## src/rtl/enc_pkg.sv

```systemverilog
// Shared constants and types for the RV32I instruction encoder.
// Formats are one-hot; LI expands into LUI/ADDI beats.
package enc_pkg;

  localparam int FMT_R = 0;
  localparam int FMT_I = 1;
  localparam int FMT_S = 2;
  localparam int FMT_B = 3;
  localparam int FMT_U = 4;
  localparam int FMT_J = 5;

  localparam logic [1:0] OP_RAW = 2'b00;
  localparam logic [1:0] OP_LI  = 2'b01;

  localparam logic [6:0] OPC_OPIMM = 7'h13;
  localparam logic [6:0] OPC_LUI   = 7'h37;

  localparam logic [31:0] INST_NOP = 32'h0000_0013;

  typedef enum logic [1:0] {
    ST_IDLE,
    ST_EMIT1,
    ST_EMIT2_PEND
  } state_t;

  typedef struct packed {
    logic [5:0]  fmt;
    logic [6:0]  opcode;
    logic [2:0]  funct3;
    logic [6:0]  funct7;
    logic [4:0]  rd;
    logic [4:0]  rs1;
    logic [4:0]  rs2;
    logic [31:0] imm;
  } pack_req_t;

endpackage

```

## src/rtl/inst_encoder_if.sv

```systemverilog
// Request and instruction-beat streams of the encoder.
// slave is the encoder's view, master the requester/sink view.
interface inst_encoder_if;

  logic        i_valid;
  logic        o_ready;
  logic [1:0]  i_op;
  logic [5:0]  i_format;
  logic [6:0]  i_opcode;
  logic [2:0]  i_funct3;
  logic [6:0]  i_funct7;
  logic [4:0]  i_rd;
  logic [4:0]  i_rs1;
  logic [4:0]  i_rs2;
  logic [31:0] i_imm;
  logic        o_valid;
  logic        i_ready;
  logic [31:0] o_inst;
  logic        o_err;
  logic        o_last;

  modport slave (
    input  i_valid, i_op, i_format,
    input  i_opcode, i_funct3, i_funct7,
    input  i_rd, i_rs1, i_rs2, i_imm,
    input  i_ready,
    output o_ready, o_valid, o_inst,
    output o_err, o_last
  );

  modport master (
    output i_valid, i_op, i_format,
    output i_opcode, i_funct3, i_funct7,
    output i_rd, i_rs1, i_rs2, i_imm,
    output i_ready,
    input  o_ready, o_valid, o_inst,
    input  o_err, o_last
  );

endinterface

```

## src/rtl/imm_pack.sv

```systemverilog
// Combinational field/immediate packer with range check.
// Unrepresentable immediates or bad formats yield a NOP.
module imm_pack
  import enc_pkg::*;
(
  input  pack_req_t   req,
  output logic [31:0] inst,
  output logic        err
);

  logic        onehot;
  logic        bad;
  logic [31:0] raw;
  logic [31:0] m;

  // a range fits when the high bits are all sign copies
  always_comb begin
    raw    = '0;
    bad    = 1'b0;
    m      = req.imm;
    onehot = (req.fmt != '0) &&
             ((req.fmt & (req.fmt - 6'd1)) == '0);
    if (!onehot) begin
      bad = 1'b1;
    end else begin
      unique case (1'b1)
        req.fmt[FMT_R]: begin
          raw = {req.funct7, req.rs2, req.rs1,
                 req.funct3, req.rd, req.opcode};
        end
        req.fmt[FMT_I]: begin
          raw = {m[11:0], req.rs1, req.funct3,
                 req.rd, req.opcode};
          bad = (&m[31:11]) != (|m[31:11]);
        end
        req.fmt[FMT_S]: begin
          raw = {m[11:5], req.rs2, req.rs1,
                 req.funct3, m[4:0], req.opcode};
          bad = (&m[31:11]) != (|m[31:11]);
        end
        req.fmt[FMT_B]: begin
          raw = {m[12], m[10:5], req.rs2, req.rs1,
                 req.funct3, m[4:1], m[11],
                 req.opcode};
          bad = m[0] ||
                ((&m[31:12]) != (|m[31:12]));
        end
        req.fmt[FMT_U]: begin
          raw = {m[31:12], req.rd, req.opcode};
          bad = m[11:0] != '0;
        end
        req.fmt[FMT_J]: begin
          raw = {m[20], m[10:1], m[11], m[19:12],
                 req.rd, req.opcode};
          bad = m[0] ||
                ((&m[31:20]) != (|m[31:20]));
        end
        default: bad = 1'b1;
      endcase
    end
    inst = bad ? INST_NOP : raw;
    err  = bad;
  end

endmodule

```

## src/rtl/inst_encoder.sv

```systemverilog
// RV32I instruction encoder: RAW packing and LI expansion.
// One packer serves both the request and the pending ADDI.
module inst_encoder
  import enc_pkg::*;
(
  input  logic           i_clk,
  input  logic           i_rst,
  inst_encoder_if.slave  bus
);

  state_t      state;
  logic [4:0]  pend_rd;
  logic [11:0] pend_lo;

  logic        accept;
  logic        hs;
  logic        is_li;
  logic        li_small;
  logic        li_zero;
  logic        lo_zero;
  logic [31:0] li_hi;

  pack_req_t   pk;
  logic [31:0] pk_inst;
  logic        pk_err;

  logic [31:0] nxt_inst;
  logic        nxt_err;
  logic        nxt_last;

  assign bus.o_ready = !i_rst &&
    (state == ST_IDLE ||
     (state == ST_EMIT1 && bus.i_ready));

  assign accept = bus.i_valid && bus.o_ready;
  assign hs     = bus.o_valid && bus.i_ready;

  always_comb begin
    is_li    = bus.i_op == OP_LI;
    li_small = (&bus.i_imm[31:11]) ==
               (|bus.i_imm[31:11]);
    li_hi    = bus.i_imm + 32'h0000_0800;
    lo_zero  = bus.i_imm[11:0] == '0;
    li_zero  = bus.i_rd == '0;

    pk.fmt    = bus.i_format;
    pk.opcode = bus.i_opcode;
    pk.funct3 = bus.i_funct3;
    pk.funct7 = bus.i_funct7;
    pk.rd     = bus.i_rd;
    pk.rs1    = bus.i_rs1;
    pk.rs2    = bus.i_rs2;
    pk.imm    = bus.i_imm;

    // no accept can coincide with a pending ADDI
    if (state == ST_EMIT2_PEND) begin
      pk.fmt        = '0;
      pk.fmt[FMT_I] = 1'b1;
      pk.opcode     = OPC_OPIMM;
      pk.funct3     = '0;
      pk.funct7     = '0;
      pk.rd         = pend_rd;
      pk.rs1        = pend_rd;
      pk.rs2        = '0;
      pk.imm        = {{20{pend_lo[11]}}, pend_lo};
    end else if (is_li) begin
      pk.fmt    = '0;
      pk.funct3 = '0;
      pk.funct7 = '0;
      pk.rs1    = '0;
      pk.rs2    = '0;
      if (li_small) begin
        pk.fmt[FMT_I] = 1'b1;
        pk.opcode     = OPC_OPIMM;
      end else begin
        pk.fmt[FMT_U] = 1'b1;
        pk.opcode     = OPC_LUI;
        pk.imm        = {li_hi[31:12], 12'h000};
      end
    end

    nxt_inst = (is_li && li_zero) ? INST_NOP : pk_inst;
    nxt_err  = !is_li && pk_err;
    nxt_last = !is_li || li_zero ||
               li_small || lo_zero;
  end

  imm_pack u_pack (
    .req  (pk),
    .inst (pk_inst),
    .err  (pk_err)
  );

  always_ff @(posedge i_clk) begin
    if (i_rst) begin
      state       <= ST_IDLE;
      bus.o_valid <= 1'b0;
      bus.o_inst  <= '0;
      bus.o_err   <= 1'b0;
      bus.o_last  <= 1'b0;
      pend_rd     <= '0;
      pend_lo     <= '0;
    end else begin
      case (state)
        ST_EMIT2_PEND: begin
          if (hs) begin
            bus.o_inst <= pk_inst;
            bus.o_err  <= 1'b0;
            bus.o_last <= 1'b1;
            state      <= ST_EMIT1;
          end
        end
        default: begin
          if (accept) begin
            bus.o_valid <= 1'b1;
            bus.o_inst  <= nxt_inst;
            bus.o_err   <= nxt_err;
            bus.o_last  <= nxt_last;
            pend_rd     <= bus.i_rd;
            pend_lo     <= bus.i_imm[11:0];
            state       <= nxt_last ? ST_EMIT1
                                    : ST_EMIT2_PEND;
          end else if (hs) begin
            bus.o_valid <= 1'b0;
            state       <= ST_IDLE;
          end
        end
      endcase
    end
  end

endmodule

```

## src/flat_wrapper.sv

```systemverilog
// flat-port wrapper written by rule: the top's interface ports become plain ports
module inst_encoder_flat import enc_pkg::*;
  (i_clk, i_rst, bus_i_valid, bus_i_op, bus_i_format, bus_i_opcode, bus_i_funct3, bus_i_funct7, bus_i_rd, bus_i_rs1, bus_i_rs2, bus_i_imm, bus_i_ready, bus_o_ready, bus_o_valid, bus_o_inst, bus_o_err, bus_o_last);
  inst_encoder_if bus_i ();
  input  logic i_clk;
  input  logic i_rst;
  input wire logic [$bits(bus_i.i_valid)-1:0] bus_i_valid;
  input wire logic [$bits(bus_i.i_op)-1:0] bus_i_op;
  input wire logic [$bits(bus_i.i_format)-1:0] bus_i_format;
  input wire logic [$bits(bus_i.i_opcode)-1:0] bus_i_opcode;
  input wire logic [$bits(bus_i.i_funct3)-1:0] bus_i_funct3;
  input wire logic [$bits(bus_i.i_funct7)-1:0] bus_i_funct7;
  input wire logic [$bits(bus_i.i_rd)-1:0] bus_i_rd;
  input wire logic [$bits(bus_i.i_rs1)-1:0] bus_i_rs1;
  input wire logic [$bits(bus_i.i_rs2)-1:0] bus_i_rs2;
  input wire logic [$bits(bus_i.i_imm)-1:0] bus_i_imm;
  input wire logic [$bits(bus_i.i_ready)-1:0] bus_i_ready;
  output wire logic [$bits(bus_i.o_ready)-1:0] bus_o_ready;
  output wire logic [$bits(bus_i.o_valid)-1:0] bus_o_valid;
  output wire logic [$bits(bus_i.o_inst)-1:0] bus_o_inst;
  output wire logic [$bits(bus_i.o_err)-1:0] bus_o_err;
  output wire logic [$bits(bus_i.o_last)-1:0] bus_o_last;
  assign bus_i.i_valid = bus_i_valid;
  assign bus_i.i_op = bus_i_op;
  assign bus_i.i_format = bus_i_format;
  assign bus_i.i_opcode = bus_i_opcode;
  assign bus_i.i_funct3 = bus_i_funct3;
  assign bus_i.i_funct7 = bus_i_funct7;
  assign bus_i.i_rd = bus_i_rd;
  assign bus_i.i_rs1 = bus_i_rs1;
  assign bus_i.i_rs2 = bus_i_rs2;
  assign bus_i.i_imm = bus_i_imm;
  assign bus_i.i_ready = bus_i_ready;
  assign bus_o_ready = bus_i.o_ready;
  assign bus_o_valid = bus_i.o_valid;
  assign bus_o_inst = bus_i.o_inst;
  assign bus_o_err = bus_i.o_err;
  assign bus_o_last = bus_i.o_last;
  inst_encoder u_core (.i_clk(i_clk), .i_rst(i_rst), .bus(bus_i));
endmodule
```

## config.mk

```make
export PLATFORM = sky130hd
export DESIGN_NAME = inst_encoder_flat
export DESIGN_NICKNAME = d
export VERILOG_FILES = /design/src/rtl/enc_pkg.sv /design/src/rtl/inst_encoder_if.sv /design/src/rtl/imm_pack.sv /design/src/rtl/inst_encoder.sv /design/src/flat_wrapper.sv
export SDC_FILE = /design/constraint.sdc
export NUM_CORES = 1
export LEC_CHECK = 0
export ABC_AREA = 1
export BUFFER_PORTS_ARGS = -buffer_cell sky130_fd_sc_hd__buf_2
export CORE_UTILIZATION = 55
export DETAILED_ROUTE_END_ITERATION = 16
export HOLD_SLACK_MARGIN = 0.12
export PLACE_DENSITY = 0.81
export SLEW_MARGIN = 20
export SYNTH_ARGS = -nofsm -noshare
export SYNTH_HDL_FRONTEND = slang
export SYNTH_HIERARCHICAL = 1
export SYNTH_SLANG_ARGS = --single-unit
export TNS_END_PERCENT = 20
```

## constraint.sdc

```tcl
create_clock -name i_clk -period 4.1 [get_ports i_clk]
set_clock_uncertainty 0.1 [all_clocks]
set_input_delay 0.615 -clock i_clk [delete_from_list [all_inputs] [get_ports i_clk]]
set_output_delay 0.615 -clock i_clk [all_outputs]
set_load 0.01 [all_outputs]
```

==> flow_metrics.py <==
metrics = {
    "run_status": {
        "outcome": "complete, no violations",
    },
    "worst_hold_path": {
        "min_from": "u_core/pend_lo[7]",
        "min-delay-path-class": "flop to flop",
    },
    "place": {
        "hpwl_microns": 11600,
        "io_buffers": 111,
        "place.gp.congestion": 1.10,
    },
    "drt": {
        "drt_iter0_drc": 423,
        "vias": 5694,
        "drc": 0,
        "drt-wirelength-per-cell_microns": 15.5,
        "drtPass1Iterations": 7,
        "drtAntennaViolNets": 0,
        "avgViaCountPerCell": 5.83,
        "drt-total-wl_microns": 15100,
    },
    "final_layout": {
        "fillers": 799,
        "drive_gt1_share_pct": 22.9,
        "final_common_cell": "nand2_1",
        "seqCellArea_sq_um": 1080,
        "layout_common_cells": "nand2_1 (198), buf_2 (111), nor2_1 (108)",
        "areaGrowthSynthToFinish_pct": 14.2,
        "multiInputGateArea_sq_um": 3180,
        "fin_util_pct": 65.4,
        "diodes": 0,
        "nets": 950,
    },
    "die": {
        "die_w_microns": 95.0,
        "rows": 33,
        "initial_core_util_pct": 57.3,
        "num_io_pins": 112,
        "die_h_microns": 95.0,
        "dieArea_sq_um": 9020,
        "core-area_sq_um": 8300,
    },
    "critical_path": {
        "cp.arrival_ns": 3.77,
        "r2r-start": "u_core/state[0]",
        "cp_max_fo": 15,
        "crit_path_end_kind": "flop",
        "critPathKind": "input port to flop",
        "critical_path_required_ns": 4.24,
        "startpoint": "bus_i_imm[11]",
        "cp-start-kind": "input port",
    },
    "global_routing": {
        "antenna_found_initial": 0,
        "grt_pass1_vias": 5141,
        "grt_max_degree": 48,
        "grt_overflow": 0,
        "grt_first_pass_wirelength_microns": 23900,
        "gr-usage-all-layers_pct": 33.9,
    },
    "yosys": {
        "synth_area_leaders": "dfxtp_1 (23%), nand2_1 (16%), nor2_1 (8.5%)",
        "yosys.area.top_type": "dfxtp_1",
        "yosysTopAreaCellShare_pct": 22.7,
        "yosys.cell_types.count": 43,
        "synthCells": 777,
        "ys_ff_latch": 54,
        "synth.avg_cell_area_sq_um": 6.12,
        "yosysSeqAreaShare_pct": 22.7,
        "syn_area_sq_um": 4750,
        "ys_warn_count": 6,
        "synth_nets": 855,
    },
    "cts": {
        "clock-sinks": 54,
        "h-tree-depth": 2,
        "clk_path_buf_depth": 2,
        "clk_pin_slew_ns": 0.10,
        "cts_tree": "done",
        "clkLatencyLatePin_ns": 0.31,
        "cts_buffers": 5,
        "root_buffer": "clkbuf_8",
        "cts_hold_buf": 0,
    },
    "sta": {
        "setup_viol": 0,
        "worst_slew_pin_slew_ns": 0.848,
        "rsz0062_at_grt": "false",
        "slew_viol_final": 0,
        "min_period_ns": 3.63,
        "maxSlewHeadroom_pct": 43.3,
        "fin_crit_sh_pct": 88.4,
        "fmax_ghz": 0.276,
        "fin_tns_setup_ns": 0,
        "hold_violations": 0,
    },
    "job": {
        "max-cap-violations": 0,
    },
    "power": {
        "p_per_area_nw_per_um2": 235,
        "finalPower_w": 0.00127,
        "peakVddDrop_uv": 208,
        "power_leakage_nw": 2.59,
    },
}
==> through the flow <==
step	worst slack, ns	std cells	hold WS, ns	instance area (sq um)
after floorplan	0.817	777	0.334	4750
after detailed placement	0.130	970	0.346	5340
final	0.474	977	0.365	5430
after global routing	0.0482	977	0.387	5430
after CTS	0.442	977	0.366	5430
after global placement	0.262	970	0.346	5340
==> layer usage <==
| metal | global-route usage (%) | wire [microns] |
|---|---|---|
| met1 | 42.4 | 6110 |
| met2 | 57.0 | 7210 |
| met3 | 5.15 | 1330 |
| met4 | 15.2 | 478 |
| met5 | 0 | 0 |
==> Yosys cell counts (all sizes together) <==
cell	n
and2	1
ha	2
inv	70
nand4	8
o211ai	4
dfxtp	54
o21ai	46
buf	16
xnor2	1
nand2	206
o21bai	2
a22o	3
clkbuf	24
nor3	6
xor2	4
nor2	148
a21oi	67
o22ai	3
nand3b	3
a211oi	12
nand3	82
nor3b	1
a221oi	5
o31ai	1
a22oi	8
==> flip-flops by register name, indices dropped and copies added (netlist names) <==
name and flops:
u_core/state 2, u_core/bus.o_err 1, u_core/pend_lo 12, u_core/bus.o_last 1
u_core/bus.o_valid 1, u_core/bus.o_inst 32, u_core/pend_rd 5
==> area by class of cell <==
| type | instances | share of cell area [%] |
|---|---|---|
| multi-input combinational | 613 | 58.5 |
| clock inverter | 2 | 0.253 |
| inverter | 70 | 4.88 |
| clock buffer | 5 | 1.27 |
| tap | 105 | 2.42 |
| timing repair buffer | 128 | 12.8 |
| sequential | 54 | 19.9 |
==> power by group <==
part	internal, W	switching, W	leakage, nW	total (W)
clock network	0.000119	0.000186	0.0444	0.000305
logic	0.000135	0.000284	2.10	0.000419
registers	0.000542	0.00000732	0.439	0.000550
==> worst paths after layout <==
kind	end	slack [ns]	depth (start not counted)
setup / recovery	u_core/bus.o_inst[15]	0.47	25
hold / removal	u_core/pend_lo[7]	0.37	2
setup reg to reg	u_core/bus.o_inst[15]	0.80	15
hold reg to reg	u_core/pend_lo[7]	0.37	2
==> cells by family (layout without fill, tap and decap cells) <==
family                     count (synthesis)  in the layout  share of synthesized area (%)
buffers and inverters                    110            205                           10.6
DFF                                       54             54                           22.7
adders and majority gates                  2              2                          0.526
AOI/OAI and AO/OA                        151            151                           18.5
and+or+nand+nor                          455            455                           46.7
xor gates and xnor gates                   5              5                          0.921
==> critical path, stage by stage <==
cell	delay [ns]
buf_2	0.13
inv_1	0.13
ha_1	0.20
inv_1	0.05
nor2_1	0.08
nand2_1	0.07
nor2_1	0.11
nand3_1	0.13
nand3_4	0.20
inv_4	0.11
nand3_1	0.09
nand2_1	0.05
o21ai_0	0.29
buf_4	0.18
nand2_1	0.04
nor2_1	0.09
nand2_1	0.09
o21bai_1	0.15
nand2_1	0.10
nor2_4	0.15
nand3_4	0.10
buf_4	0.28
nor2_4	0.12
nand3_1	0.07
a21oi_1	0.16
==> timing repair <==
action,CTS,global route
buffers inserted,0,0
setup endpoints to repair,0,1
resized for setup,0,1
hold endpoints to repair,0,0
Power figures use the tool's default switching activity.
